===== config.mk =====
export PLATFORM = sky130hd
export DESIGN_NAME = box_emitter_flat
export DESIGN_NICKNAME = d
export VERILOG_FILES = /design/src/rtl/box_pkg.sv /design/src/rtl/box_emitter_if.sv /design/src/rtl/box_face_lut.sv /design/src/rtl/box_emitter.sv /design/src/flat_wrapper.sv
export SDC_FILE = /design/constraint.sdc
export NUM_CORES = 1
export LEC_CHECK = 0
export BUFFER_PORTS_ARGS = -buffer_cell sky130_fd_sc_hd__clkbuf_2
export CAP_MARGIN = 10
export CORE_MARGIN = 4
export CORE_UTILIZATION = 50
export DETAILED_ROUTE_END_ITERATION = 10
export GPL_ROUTABILITY_DRIVEN = 0
export PLACE_DENSITY = 0.75
export SKIP_CTS_REPAIR_TIMING = 1
export SYNTH_ARGS = -nofsm -noshare
export SYNTH_HDL_FRONTEND = slang
export SYNTH_SLANG_ARGS = --single-unit

===== constraint.sdc =====
create_clock -name clk -period 10.7 [get_ports clk]
set_input_delay 1.07 -clock clk [delete_from_list [all_inputs] [get_ports clk]]
set_output_delay 1.07 -clock clk [all_outputs]
set_load 0.03 [all_outputs]

===== src/rtl/box_pkg.sv =====
// Shared types and constants for the box triangle emitter.
package box_pkg;

    // Faces in emission order; the value doubles as the face_mask bit index.
    typedef enum logic [2:0] {
        FACE_FRONT  = 3'd0,
        FACE_LEFT   = 3'd1,
        FACE_RIGHT  = 3'd2,
        FACE_TOP    = 3'd3,
        FACE_BOTTOM = 3'd4,
        FACE_BACK   = 3'd5
    } face_t;

    typedef enum logic [1:0] {
        IDLE = 2'd0,
        EMIT = 2'd1,
        DONE = 2'd2
    } state_t;

    // Corner select: xsel 0=L 1=R, ysel 0=T 1=B, zsel 0=N 1=F.
    typedef struct packed {
        logic xsel;
        logic ysel;
        logic zsel;
    } corner_sel_t;

    // Returned by first_face_from when no enabled face remains.
    localparam logic [2:0] NO_FACE = 3'd6;

    localparam logic [15:0] DEF_COL_FRONT  = 16'h0400;
    localparam logic [15:0] DEF_COL_LEFT   = 16'h0200;
    localparam logic [15:0] DEF_COL_RIGHT  = 16'h0200;
    localparam logic [15:0] DEF_COL_TOP    = 16'h1404;
    localparam logic [15:0] DEF_COL_BOTTOM = 16'h2204;
    localparam logic [15:0] DEF_COL_BACK   = 16'h0400;

    // Lowest enabled face index that is >= from, or NO_FACE.
    function automatic logic [2:0] first_face_from(input logic [5:0] mask, input logic [2:0] from);
        logic [2:0] found;
        found = NO_FACE;
        for (int i = 5; i >= 0; i--) begin
            if (i >= int'(from) && mask[i]) begin
                found = 3'(i);
            end
        end
        return found;
    endfunction

endpackage


===== src/rtl/box_emitter_if.sv =====
// Vertex stream between the box emitter and the rasteriser triangle input.
interface box_emitter_if;
    logic [47:0] vertex;
    logic [15:0] color;
    logic        new_triangle;
    logic        vertex_valid;
    logic        vertex_ready;

    modport master (
        output vertex,
        output color,
        output new_triangle,
        output vertex_valid,
        input  vertex_ready
    );

    modport slave (
        input  vertex,
        input  color,
        input  new_triangle,
        input  vertex_valid,
        output vertex_ready
    );
endinterface


===== src/rtl/box_face_lut.sv =====
// Combinational map from (face, vertex index) to the box corner to emit.
module box_face_lut
    import box_pkg::*;
(
    input  face_t       face,
    input  logic [2:0]  idx,
    output corner_sel_t sel
);

    logic [2:0] pat;

    // Each face pair shares one pattern; the pair member flips a single axis.
    always_comb begin
        pat = 3'b000;
        case (face)
            FACE_FRONT, FACE_BACK: begin
                case (idx)
                    3'd1:    pat = 3'b100;
                    3'd2:    pat = 3'b010;
                    3'd3:    pat = 3'b010;
                    3'd4:    pat = 3'b100;
                    3'd5:    pat = 3'b110;
                    default: pat = 3'b000;
                endcase
                pat[0] = (face == FACE_BACK);
            end
            FACE_LEFT, FACE_RIGHT: begin
                case (idx)
                    3'd1:    pat = 3'b010;
                    3'd2:    pat = 3'b011;
                    3'd3:    pat = 3'b011;
                    3'd4:    pat = 3'b001;
                    default: pat = 3'b000;
                endcase
                pat[2] = (face == FACE_RIGHT);
            end
            FACE_TOP, FACE_BOTTOM: begin
                case (idx)
                    3'd1:    pat = 3'b100;
                    3'd2:    pat = 3'b101;
                    3'd3:    pat = 3'b101;
                    3'd4:    pat = 3'b001;
                    default: pat = 3'b000;
                endcase
                pat[1] = (face == FACE_BOTTOM);
            end
            default: pat = 3'b000;
        endcase
        sel = corner_sel_t'(pat);
    end

endmodule


===== src/rtl/box_emitter.sv =====
// Streams the triangles of an axis-aligned box, two per enabled face.
module box_emitter
    import box_pkg::*;
#(
    parameter int          BOX_W      = 32,
    parameter int          BOX_H      = 32,
    parameter int          BOX_D      = 32,
    parameter int          NUM_LANES  = 3,
    parameter int          LANE_PITCH = 96,
    parameter int          Z_OFFSET   = 64,
    parameter logic [15:0] COL_FRONT  = DEF_COL_FRONT,
    parameter logic [15:0] COL_LEFT   = DEF_COL_LEFT,
    parameter logic [15:0] COL_RIGHT  = DEF_COL_RIGHT,
    parameter logic [15:0] COL_TOP    = DEF_COL_TOP,
    parameter logic [15:0] COL_BOTTOM = DEF_COL_BOTTOM,
    parameter logic [15:0] COL_BACK   = DEF_COL_BACK,
    localparam int         LW         = (NUM_LANES > 1) ? $clog2(NUM_LANES) : 1
) (
    input  logic                clk,
    input  logic                rst_n,
    input  logic                start,
    input  logic [LW-1:0]       lane,
    input  logic signed [15:0]  height,
    input  logic signed [15:0]  z_front,
    input  logic [5:0]          face_mask,
    box_emitter_if.master       tri_if,
    output logic                busy,
    output logic                done
);

    localparam logic signed [15:0] HALF_LANES = 16'((NUM_LANES - 1) / 2);
    localparam logic signed [15:0] PITCH      = 16'(LANE_PITCH);
    localparam logic signed [15:0] HALF_W     = 16'(BOX_W / 2);
    localparam logic signed [15:0] SIZE_H     = 16'(BOX_H);
    localparam logic signed [15:0] SIZE_D     = 16'(BOX_D);
    localparam logic signed [15:0] ZOFF       = 16'(Z_OFFSET);

    state_t             state_q, state_d;
    face_t              face_q, face_d;
    logic [2:0]         vidx_q, vidx_d;
    logic [5:0]         mask_q, mask_d;
    logic signed [15:0] left_q, left_d, right_q, right_d;
    logic signed [15:0] top_q, top_d, bot_q, bot_d;
    logic signed [15:0] near_q, near_d, far_q, far_d;
    logic [47:0]        vertex_q, vertex_d;
    logic [15:0]        color_q, color_d;
    logic               new_tri_q, new_tri_d;
    logic               valid_q, valid_d;
    logic               busy_q, busy_d;
    logic               done_q, done_d;

    logic [LW-1:0]      lane_cl;
    logic signed [15:0] lane_s, centre;
    logic signed [15:0] in_left, in_right, in_top, in_bot, in_near, in_far;
    logic               handshake, last_vertex, load_vertex;
    logic [2:0]         next_face_after;
    corner_sel_t        sel;

    function automatic logic [15:0] face_color(input face_t f);
        case (f)
            FACE_FRONT:  return COL_FRONT;
            FACE_LEFT:   return COL_LEFT;
            FACE_RIGHT:  return COL_RIGHT;
            FACE_TOP:    return COL_TOP;
            FACE_BOTTOM: return COL_BOTTOM;
            FACE_BACK:   return COL_BACK;
            default:     return 16'h0000;
        endcase
    endfunction

    assign handshake       = valid_q && tri_if.vertex_ready;
    assign next_face_after = first_face_from(mask_q, 3'(face_q) + 3'd1);
    assign last_vertex     = (vidx_q == 3'd5) && (next_face_after == NO_FACE);

    // Box extents from the live inputs, used only on the cycle a start is taken.
    always_comb begin
        lane_cl = lane;
        if (32'(lane) >= NUM_LANES) begin
            lane_cl = LW'(NUM_LANES - 1);
        end
        lane_s   = 16'(lane_cl);
        centre   = (lane_s - HALF_LANES) * PITCH;
        in_left  = centre - HALF_W;
        in_right = centre + HALF_W;
        in_top   = -height;
        in_bot   = -height - SIZE_H;
        in_near  = z_front + ZOFF;
        in_far   = z_front + SIZE_D + ZOFF;
    end

    // State register.
    always_ff @(posedge clk) begin
        if (!rst_n) begin
            state_q <= IDLE;
        end else begin
            state_q <= state_d;
        end
    end

    // Next-state: an empty mask jumps straight to DONE.
    always_comb begin
        state_d = state_q;
        case (state_q)
            IDLE: begin
                if (start) begin
                    state_d = (face_mask == 6'd0) ? DONE : EMIT;
                end
            end
            EMIT: begin
                if (handshake && last_vertex) begin
                    state_d = DONE;
                end
            end
            DONE:    state_d = IDLE;
            default: state_d = IDLE;
        endcase
    end

    // Stream position and latched geometry; disabled faces are skipped in the same step.
    always_comb begin
        face_d  = face_q;
        vidx_d  = vidx_q;
        mask_d  = mask_q;
        left_d  = left_q;
        right_d = right_q;
        top_d   = top_q;
        bot_d   = bot_q;
        near_d  = near_q;
        far_d   = far_q;
        case (state_q)
            IDLE: begin
                if (start) begin
                    mask_d  = face_mask;
                    left_d  = in_left;
                    right_d = in_right;
                    top_d   = in_top;
                    bot_d   = in_bot;
                    near_d  = in_near;
                    far_d   = in_far;
                    vidx_d  = 3'd0;
                    if (face_mask != 6'd0) begin
                        face_d = face_t'(first_face_from(face_mask, 3'd0));
                    end
                end
            end
            EMIT: begin
                if (handshake && !last_vertex) begin
                    if (vidx_q == 3'd5) begin
                        face_d = face_t'(next_face_after);
                        vidx_d = 3'd0;
                    end else begin
                        vidx_d = vidx_q + 3'd1;
                    end
                end
            end
            default: ;
        endcase
    end

    box_face_lut u_lut (
        .face (face_d),
        .idx  (vidx_d),
        .sel  (sel)
    );

    // Registered outputs; the vertex only changes on start or on a handshake.
    always_comb begin
        vertex_d    = vertex_q;
        color_d     = color_q;
        new_tri_d   = new_tri_q;
        valid_d     = valid_q;
        busy_d      = busy_q;
        done_d      = 1'b0;
        load_vertex = 1'b0;
        case (state_q)
            IDLE: begin
                if (start) begin
                    busy_d = 1'b1;
                    if (face_mask == 6'd0) begin
                        done_d = 1'b1;
                    end else begin
                        load_vertex = 1'b1;
                    end
                end
            end
            EMIT: begin
                if (handshake) begin
                    if (last_vertex) begin
                        valid_d = 1'b0;
                        busy_d  = 1'b0;
                        done_d  = 1'b1;
                    end else begin
                        load_vertex = 1'b1;
                    end
                end
            end
            DONE:    busy_d = 1'b0;
            default: ;
        endcase
        if (load_vertex) begin
            valid_d   = 1'b1;
            vertex_d  = {sel.xsel ? right_d : left_d,
                         sel.ysel ? bot_d   : top_d,
                         sel.zsel ? far_d   : near_d};
            color_d   = face_color(face_d);
            new_tri_d = (vidx_d == 3'd0) || (vidx_d == 3'd3);
        end
    end

    // Datapath and output registers.
    always_ff @(posedge clk) begin
        if (!rst_n) begin
            face_q    <= FACE_FRONT;
            vidx_q    <= 3'd0;
            mask_q    <= 6'd0;
            left_q    <= '0;
            right_q   <= '0;
            top_q     <= '0;
            bot_q     <= '0;
            near_q    <= '0;
            far_q     <= '0;
            vertex_q  <= '0;
            color_q   <= '0;
            new_tri_q <= 1'b0;
            valid_q   <= 1'b0;
            busy_q    <= 1'b0;
            done_q    <= 1'b0;
        end else begin
            face_q    <= face_d;
            vidx_q    <= vidx_d;
            mask_q    <= mask_d;
            left_q    <= left_d;
            right_q   <= right_d;
            top_q     <= top_d;
            bot_q     <= bot_d;
            near_q    <= near_d;
            far_q     <= far_d;
            vertex_q  <= vertex_d;
            color_q   <= color_d;
            new_tri_q <= new_tri_d;
            valid_q   <= valid_d;
            busy_q    <= busy_d;
            done_q    <= done_d;
        end
    end

    assign tri_if.vertex       = vertex_q;
    assign tri_if.color        = color_q;
    assign tri_if.new_triangle = new_tri_q;
    assign tri_if.vertex_valid = valid_q;
    assign busy                = busy_q;
    assign done                = done_q;

endmodule


===== src/flat_wrapper.sv =====
// flat-port wrapper written by rule: the top's interface ports become plain ports
module box_emitter_flat import box_pkg::*;
#(
    parameter int          BOX_W      = 32,
    parameter int          BOX_H      = 32,
    parameter int          BOX_D      = 32,
    parameter int          NUM_LANES  = 3,
    parameter int          LANE_PITCH = 96,
    parameter int          Z_OFFSET   = 64,
    parameter logic [15:0] COL_FRONT  = DEF_COL_FRONT,
    parameter logic [15:0] COL_LEFT   = DEF_COL_LEFT,
    parameter logic [15:0] COL_RIGHT  = DEF_COL_RIGHT,
    parameter logic [15:0] COL_TOP    = DEF_COL_TOP,
    parameter logic [15:0] COL_BOTTOM = DEF_COL_BOTTOM,
    parameter logic [15:0] COL_BACK   = DEF_COL_BACK,
    localparam int         LW         = (NUM_LANES > 1) ? $clog2(NUM_LANES) : 1
)
  (clk, rst_n, start, lane, height, z_front, face_mask, busy, done, tri_if_vertex, tri_if_color, tri_if_new_triangle, tri_if_vertex_valid, tri_if_vertex_ready);
  box_emitter_if tri_if_i ();
  input  logic clk;
  input  logic rst_n;
  input  logic start;
  input  logic [LW-1:0] lane;
  input  logic signed [15:0] height;
  input  logic signed [15:0] z_front;
  input  logic [5:0] face_mask;
  output logic busy;
  output logic done;
  output wire logic [$bits(tri_if_i.vertex)-1:0] tri_if_vertex;
  output wire logic [$bits(tri_if_i.color)-1:0] tri_if_color;
  output wire logic [$bits(tri_if_i.new_triangle)-1:0] tri_if_new_triangle;
  output wire logic [$bits(tri_if_i.vertex_valid)-1:0] tri_if_vertex_valid;
  input wire logic [$bits(tri_if_i.vertex_ready)-1:0] tri_if_vertex_ready;
  assign tri_if_vertex = tri_if_i.vertex;
  assign tri_if_color = tri_if_i.color;
  assign tri_if_new_triangle = tri_if_i.new_triangle;
  assign tri_if_vertex_valid = tri_if_i.vertex_valid;
  assign tri_if_i.vertex_ready = tri_if_vertex_ready;
  box_emitter #(.BOX_W(BOX_W), .BOX_H(BOX_H), .BOX_D(BOX_D), .NUM_LANES(NUM_LANES), .LANE_PITCH(LANE_PITCH), .Z_OFFSET(Z_OFFSET), .COL_FRONT(COL_FRONT), .COL_LEFT(COL_LEFT), .COL_RIGHT(COL_RIGHT), .COL_TOP(COL_TOP), .COL_BOTTOM(COL_BOTTOM), .COL_BACK(COL_BACK)) u_core (.clk(clk), .rst_n(rst_n), .start(start), .lane(lane), .height(height), .z_front(z_front), .face_mask(face_mask), .tri_if(tri_if_i), .busy(busy), .done(done));
endmodule

==> flow_summary.toml, run 1 <==
[die]
initial_utilization_pct = 51.7
core-area_mm2 = 0.0154
io-pin-count = 112
rows = 45
die_area_mm2 = 0.0180
die_w_um = 134
die_y_um = 134

[routing]
finalWirelength_mm = 18.9
remaining_drc_errors = 0
viasPerCell = 5.47
routedWlPerCell_um = 15.2
ant_nets = 0
drt_iter0_drc = 572
vias = 6805
firstDrtPassIters = 5

[yosys]
synth_edf_count = 0
synth_top_family_by_area = "simple AND/OR/NAND/NOR gates"
synth.avg_cell_area_um2 = 8.25
synth_area_mm2 = 0.00797
synth.top_cell.area_share_pct = 41.9
synth_async_sr_flop_share_pct = 0
synth_fa_ha_area_share_pct = 1.73
netlist_instances = 966
ys_warn_count = 0
muxShareOfSynthArea_pct = 5.74
synth_compound_area_share_pct = 18.8
synth_simple_gate_area_share_pct = 21.2
synthTopCellsByArea = "dfxtp_1 42%, a21oi_1 7.2%, nor2_1 6.5%"
synth_flop_cell = "dfxtp_1"
synth_seq_cells = 167
synth_seq_area_share_pct = 41.9
synth_cell_types = 82
netlist.top_cell.by_area = "dfxtp_1"
synthXorXnorAreaFrac_pct = 4.82

[power_and_ir_drop]
p_leak_nw = 3.84
ir_drop_uv = 127
powerDensity_mw_per_mm2 = 196

[critical_path]
start_kind = "input port"
cp.required_ps = 10990
worstPathArrival_ps = 5390
critical_path_class = "in2reg"
cp-end-kind = "register"
crit_fanout = 96

[timing]
hold_viol_final = 0
setup_viol = 0
clock.fmax_mhz = 196
report.final.slew_viol_count = 0
worst_pin_slew_ps = 1160
max_slew_margin_pct = 22.2
post-route-min-period_ps = 5100
timing.final.ws_setup_ps = 5600
finClkSkew_ps = 11.4
finalSetupTns_ps = 0
worst_hold_slack_ps = 456
rsz0062_at_grt = "false"
fin_crit_sh_pct = 47.7

[final_layout]
final_core_util_pct = 58.8
fin_cells = 1245
num-nets-final = 1076
fill_cells = 1433
drive_gt1_share_pct = 17.2
antenna_cells = 0
area_growth_pct = 13.8

[global_routing]
antenna_found_initial = 0
grt_pass1_wl_mm = 31.3
overflow = 0
track_usage_pct = 20.8
grt_max_degree = 97
grt_pass1_vias = 6434

[clocking]
path_clk_slew_ps = 70
cts_buffers = 17
cts_root_buffer = "clkbuf_16"
clock_latency_ps = 440
cts_sinks = 167
cts_htree_levels = 4
cts_tree = "done"
ctsLongestPathBuffers = 2

[flow_run]
maxCapViolCount = 0

[worst_hold_path]
hold_path.class = "reg2reg"

[placed_design]
post-place-ws_ps = 5170
place_hpwl_mm = 12.0
dp_cells = 1213
port-buffer-count = 100

[run_status]
status = "finished, final reports clean"
layout by cell type (no fill, tap or decap), types with 8 or more instances in the layout:
cell type  instances
and3_1            12
a21oi_1          114
clkbuf_2         100
clkbuf_16         17
ha_1              11
mux2i_1           33
xnor2_1           24
inv_1             19
o21ai_0           34
xor2_1            18
nor3_1            18
nor2_1           138
a211oi_1          12
nand3_1           28
conb_1            11
nand2_1          104
dfxtp_1          167
nand2b_1           8
o221a_1            8
and2_1            18
worst max-delay path, cell delays in order:
cell and delay, ps:
clkbuf_2 150, nand2_4 480, buf_4 790, o21bai_1 160, a21oi_1 210, nor4_2 60, nor3_2 590, nor2_2 180
o41ai_4 640, nand2_2 410, mux2_2 380, o211ai_1 160, a21oi_1 90
flip-flops by register name, summed over array words and instances, names as in the netlist, 6 cells and up:
name	cells
u_core.tri_if.vertex	48
u_core.near_q	16
u_core.top_q	16
u_core.far_q	16
u_core.right_q	16
u_core.mask_q	6
u_core.left_q	16
u_core.bot_q	16
metal layers:
layer / GRT usage [%] / up-vias / part of all wire (%)
met3: 4.39 / 26 / 4.4
met1: 28.1 / 3177 / 47
met2: 33.4 / 160 / 47
li1: - / 3442 / -
met4: 6.62 / 0 / 1.8
met5: 0 / - / 0
power by group:
group          total, mW  leakage [nW]  switching, mW  internal, mW
Clock              0.638         0.300          0.262         0.376
Sequential         0.718          1.37         0.0345         0.684
Combinational      0.419          2.17          0.281         0.138
final timing paths:
path / startpoint / cells past startpoint / slack, ps / to
worst max-delay path: start / 13 / 5600 / u_core.tri_if.vertex[18]$_SDFFE_PN0P_
worst min-delay path: u_core.far_q[3]$_SDFF_PN0_ / 2 / 460 / u_core.far_q[3]$_SDFF_PN0_
worst max register to register: u_core.state_q[0]$_SDFFE_PN0P_ / 14 / 5670 / u_core.tri_if.vertex[18]$_SDFFE_PN0P_
worst min register to register: u_core.far_q[3]$_SDFF_PN0_ / 2 / 460 / u_core.far_q[3]$_SDFF_PN0_
per-stage QoR:
stage	cell area [um2]	power, mW
final	9070	1.78
after floorplan	8010	1.05
after global routing	9070	1.86
after detailed placement	8460	1.15
after CTS	9070	1.78
after global placement	8460	1.14
layout make-up:
class	count	area, um2	area share, %
Multi-Input combinational cell	709	4240	46.7
Sequential cell	167	3340	36.9
Inverter	21	80.1	0.883
Clock inverter	13	164	1.81
Clock buffer	19	443	4.88
Tap cell	211	264	2.91
Timing Repair Buffer	105	538	5.93
cells in the mapped netlist, drive strengths merged (6+ instances only):
library cell / number
clkbuf: 49
o31ai: 7
nand2: 106
mux2i: 33
dfxtp: 167
a21oi: 115
o211ai: 6
xnor2: 25
nor4: 8
o221a: 10
buf: 30
nor2: 139
nand2b: 8
mux2: 7
a31o: 7
and3: 12
o21ai: 41
and2: 20
inv: 21
ha: 11
nand3: 28
a211oi: 13
nor3: 19
xor2: 18
logic make-up (layout without fill, tap and decap cells):
| group | Yosys count | after routing |
|---|---|---|
| xor+xnor | 43 | 43 |
| fa+ha+maj | 11 | 11 |
| flops | 167 | 167 |
| mux | 42 | 42 |
| simple gates | 367 | 367 |
| buf+inv | 100 | 158 |
| other cells | 1 | 11 |
| compound gates | 235 | 235 |
Power figures use the tool's default switching activity.
==> run 2: changes to the inputs <==
--- a/config.mk
+++ b/config.mk
@@ -11,7 +11,7 @@
 export CORE_UTILIZATION = 50
 export DETAILED_ROUTE_END_ITERATION = 10
 export GPL_ROUTABILITY_DRIVEN = 0
-export PLACE_DENSITY = 0.75
+export PLACE_DENSITY = 0.78
 export SKIP_CTS_REPAIR_TIMING = 1
 export SYNTH_ARGS = -nofsm -noshare
 export SYNTH_HDL_FRONTEND = slang
==> constraint.sdc (replaced) <==
create_clock -name clk -period 4.45 [get_ports clk]
set_input_delay 0.445 -clock clk [delete_from_list [all_inputs] [get_ports clk]]
set_output_delay 0.445 -clock clk [all_outputs]
set_load 0.03 [all_outputs]
==> flow_summary.toml, run 2 (same netlist as run 1, synthesis figures left out) <==
[power_and_ir_drop]
ir_drop_uv = 298
p_leak_nw = 3.91
powerDensity_mw_per_mm2 = 478

[placed_design]
port-buffer-count = 100
place_hpwl_mm = 12.5

[critical_path]
cp_slowest_cell = "dfxtp_1"
cp-end-kind = "register"
start_kind = "register"
ff2ff_setup_slack_ps = 460
worst_path_most_repeated_cell = "o31ai_1"
crit_fanout = 12
critical-path-max-stage-delay_ps = 490
cp_cell_sequence = "inv_1 -> ha_1 -> or3b_4 -> a21oi_2 -> a31oi_2 -> o31ai_1 -> and2_1 -> nand2b_1 -> a211o_1 -> nand2_2 -> buf_4 -> o31ai_1 -> a211oi_1 -> o21ai_0"
worstPathArrival_ps = 4300
critical_path_class = "reg2reg"
cp.required_ps = 4760

[worst_hold_path]
hold_path.class = "in2reg"

[final_layout]
num-nets-final = 1087
antenna_cells = 0
largest_reg_flops = 48
final_core_util_pct = 59.7
area_growth_pct = 15.6
drive_gt1_share_pct = 17.9
final_common_cell = "dfxtp_1"
layout_common_cells = "167 x dfxtp_1, 138 x nor2_1, 114 x a21oi_1, 104 x nand2_1, 100 x clkbuf_2"

[routing]
vias = 7001
firstDrtPassIters = 6
routedWlPerCell_um = 15.4
remaining_drc_errors = 0
drt_iter0_drc = 587
ant_nets = 0
finalWirelength_mm = 19.4
viasPerCell = 5.57

[clocking]
cts_tree = "done"
path_clk_slew_ps = 60
cts_htree_levels = 4
cts_root_buffer = "clkbuf_16"
cts_sinks = 167
clock_latency_ps = 440
ctsLongestPathBuffers = 2
cts_buffers = 17

[timing]
hold_viol_final = 0
fin_crit_sh_pct = 89.6
setup_viol = 0
worst_pin_slew_ps = 1140
rsz0062_at_grt = "false"
report.final.slew_viol_count = 0
finClkSkew_ps = 7.13
max_slew_margin_pct = 23.6
finalSetupTns_ps = 0
post-route-min-period_ps = 3990
clock.fmax_mhz = 251

[flow_run]
maxCapViolCount = 0

[global_routing]
grt_pass1_wl_mm = 31.8
grt_max_degree = 88
track_usage_pct = 21.5
grt_pass1_vias = 6457
antenna_found_initial = 0
overflow = 0

[run_status]
status = "finished, final reports clean"

[die]
die_w_um = 134
rows = 45
die_y_um = 134
initial_utilization_pct = 51.7
io-pin-count = 112
die_area_mm2 = 0.0180
core-area_mm2 = 0.0154
-- run 2: layout make-up --
class                   count  area (um2)
multi-input cells         709        4240
well taps                 211         264
inverters                  21        80.1
flip-flops and latches    167        3340
fillers                  1373        6210
repair buffers            116         633
clock inverters            10         190
clock buffers              22         464
-- run 2: power by group --
| part | switching [mW] | internal (mW) | leakage, nW |
|---|---|---|---|
| sequential | 0.0856 | 1.64 | 1.37 |
| clock | 0.607 | 1.03 | 0.319 |
| combinational | 0.688 | 0.352 | 2.22 |
-- run 2: per-layer routing --
metal / vias to the layer above / wire length (um) / track usage (%)
li1: 3452 / - / -
met1: 3283 / 8700 / 28.6
met2: 219 / 8990 / 33.9
met3: 47 / 1130 / 4.46
met4: 0 / 543 / 9.11
met5: - / 0 / 0
-- run 2: stage by stage --
stage	std cells	area, um2	setup slack [ps]	power [mW]	hold WS (ps)
2_1_floorplan	976	8010	1010	2.53	435
6_report	1256	9210	464	4.41	266
3_3_place_gp	1224	8560	691	2.77	439
5_1_grt	1256	9210	158	4.60	279
4_1_cts	1256	9210	510	4.42	260
3_5_place_dp	1224	8560	570	2.79	443
-- run 2: critical path: cells and delay by family, from the launching register on --
family                   cells  cell delay, ps
AO/OA/AOI/OAI                7            1640
AND/OR/NAND/NOR              4            1070
flip-flops                   1             490
adder cells (fa/ha/maj)      1             340
buffers and inverters        2             310
-- run 2: worst paths after layout --
check,from,end,cells after the start
hold reg to reg,u_core.tri_if.color[13]$_SDFFE_PN0P_,u_core.tri_if.color[13]$_SDFFE_PN0P_,2
hold / removal,face_mask[4],u_core.mask_q[4]$_SDFFE_PN0P_,3
setup reg to reg,u_core.face_q[0]$_SDFF_PN0_,u_core.tri_if.vertex[22]$_SDFFE_PN0P_,14
setup / recovery,u_core.face_q[0]$_SDFF_PN0_,u_core.tri_if.vertex[22]$_SDFFE_PN0P_,14
==> run 3: changes to the inputs <==
--- a/config.mk
+++ b/config.mk
@@ -5,7 +5,7 @@
 export SDC_FILE = /design/constraint.sdc
 export NUM_CORES = 1
 export LEC_CHECK = 0
-export BUFFER_PORTS_ARGS = -buffer_cell sky130_fd_sc_hd__clkbuf_2
+export BUFFER_PORTS_ARGS = -buffer_cell sky130_fd_sc_hd__buf_4
 export CAP_MARGIN = 10
 export CORE_MARGIN = 4
 export CORE_UTILIZATION = 50
==> flow_summary.toml, run 3 (same netlist as run 1, synthesis figures left out) <==
[final_layout]
layout_common_cells = "167 x dfxtp_1, 138 x nor2_1, 115 x buf_4, 114 x a21oi_1, 104 x nand2_1"
antenna_cells = 0
final_common_cell = "dfxtp_1"
final_core_util_pct = 60.3
num-nets-final = 1086
area_growth_pct = 16.7
design_area_mm2 = 0.00930
drive_gt1_share_pct = 17.4
largest_reg_flops = 48
fin_cells = 1248
fill_cells = 1427

[flow_run]
maxCapViolCount = 0

[timing]
post-route-min-period_ps = 4100
setup_viol = 0
worst_hold_slack_ps = 274
fin_crit_sh_pct = 92.1
finalSetupTns_ps = 0
max_slew_margin_pct = 25.7
rsz0062_at_grt = "false"
hold_viol_final = 0
finClkSkew_ps = 6.98
clock.fmax_mhz = 244
timing.final.ws_setup_ps = 351
report.final.slew_viol_count = 0
worst_pin_slew_ps = 1110

[placed_design]
place_hpwl_mm = 12.5
port-buffer-count = 100
post-place-ws_ps = 200
dpl-instance-area_mm2 = 0.00879
dp_cells = 1223

[routing]
vias = 6854
routedWlPerCell_um = 15.0
firstDrtPassIters = 7
viasPerCell = 5.49
ant_nets = 0
finalWirelength_mm = 18.8
drt_iter0_drc = 471
remaining_drc_errors = 0

[clocking]
cts_htree_levels = 4
ctsLongestPathBuffers = 2
cts_tree = "done"
clock_latency_ps = 430
cts_root_buffer = "clkbuf_16"
cts_buffers = 17
cts_sinks = 167
path_clk_slew_ps = 60

[die]
rows = 45
die_w_um = 134
io-pin-count = 112
die_y_um = 134
core-area_mm2 = 0.0154
initial_utilization_pct = 51.7
die_area_mm2 = 0.0180

[critical_path]
cp-end-kind = "register"
crit_fanout = 20
start_kind = "register"
worstPathArrival_ps = 4390
critical_path_class = "reg2reg"
cp.required_ps = 4740

[power_and_ir_drop]
powerDensity_mw_per_mm2 = 443
ir_drop_uv = 303
p_leak_nw = 3.90
total_power_mw = 4.12

[global_routing]
track_usage_pct = 20.9
antenna_found_initial = 0
overflow = 0
grt_pass1_wl_mm = 31.0
grt_pass1_vias = 6385
grt_max_degree = 91

[run_status]
status = "finished, final reports clean"

[worst_hold_path]
hold_path.class = "in2reg"
-- run 3: cell type report --
class	count	area (um2)	area share [%]
Multi-Input combinational cell	709	4250	45.7
Sequential cell	167	3340	35.9
Timing Repair Buffer	115	863	9.28
Clock buffer	20	447	4.80
Tap cell	211	264	2.84
Inverter	21	80.1	0.861
Clock inverter	5	56.3	0.605
-- run 3: power breakdown --
group	total (mW)	switching [mW]	internal (mW)
combinational	1.08	0.681	0.394
sequential	1.73	0.0853	1.65
clock	1.32	0.556	0.759
-- run 3: critical path: stages, from the launching register on --
cell      delay (ps)
dfxtp_1          480
inv_1             80
ha_1             330
and2b_1          290
o21ai_2          110
a31o_1           250
a21o_1           160
a311o_1          500
and4_4           250
o41ai_4          630
nand2_4          290
mux2_2           340
o211ai_1         160
a21oi_1           80
-- run 3: layer usage --
metal	part of all wire, %	global-route usage, %
met5	0	0
met4	1.7	7.24
met3	4.4	4.61
met2	47	34.0
met1	46	27.4
-- run 3: path summary, 6_finish.rpt --
path / end / cells past startpoint / slack (ps) / from
worst min register to register: u_core.right_q[6]$_SDFF_PN0_ / 2 / 450 / u_core.right_q[6]$_SDFF_PN0_
worst min-delay path: u_core.right_q[5]$_SDFF_PN0_ / 2 / 270 / lane[0]
worst max-delay path: u_core.tri_if.vertex[18]$_SDFFE_PN0P_ / 13 / 350 / u_core.face_q[0]$_SDFF_PN0_
worst max register to register: u_core.tri_if.vertex[18]$_SDFFE_PN0P_ / 13 / 350 / u_core.face_q[0]$_SDFF_PN0_
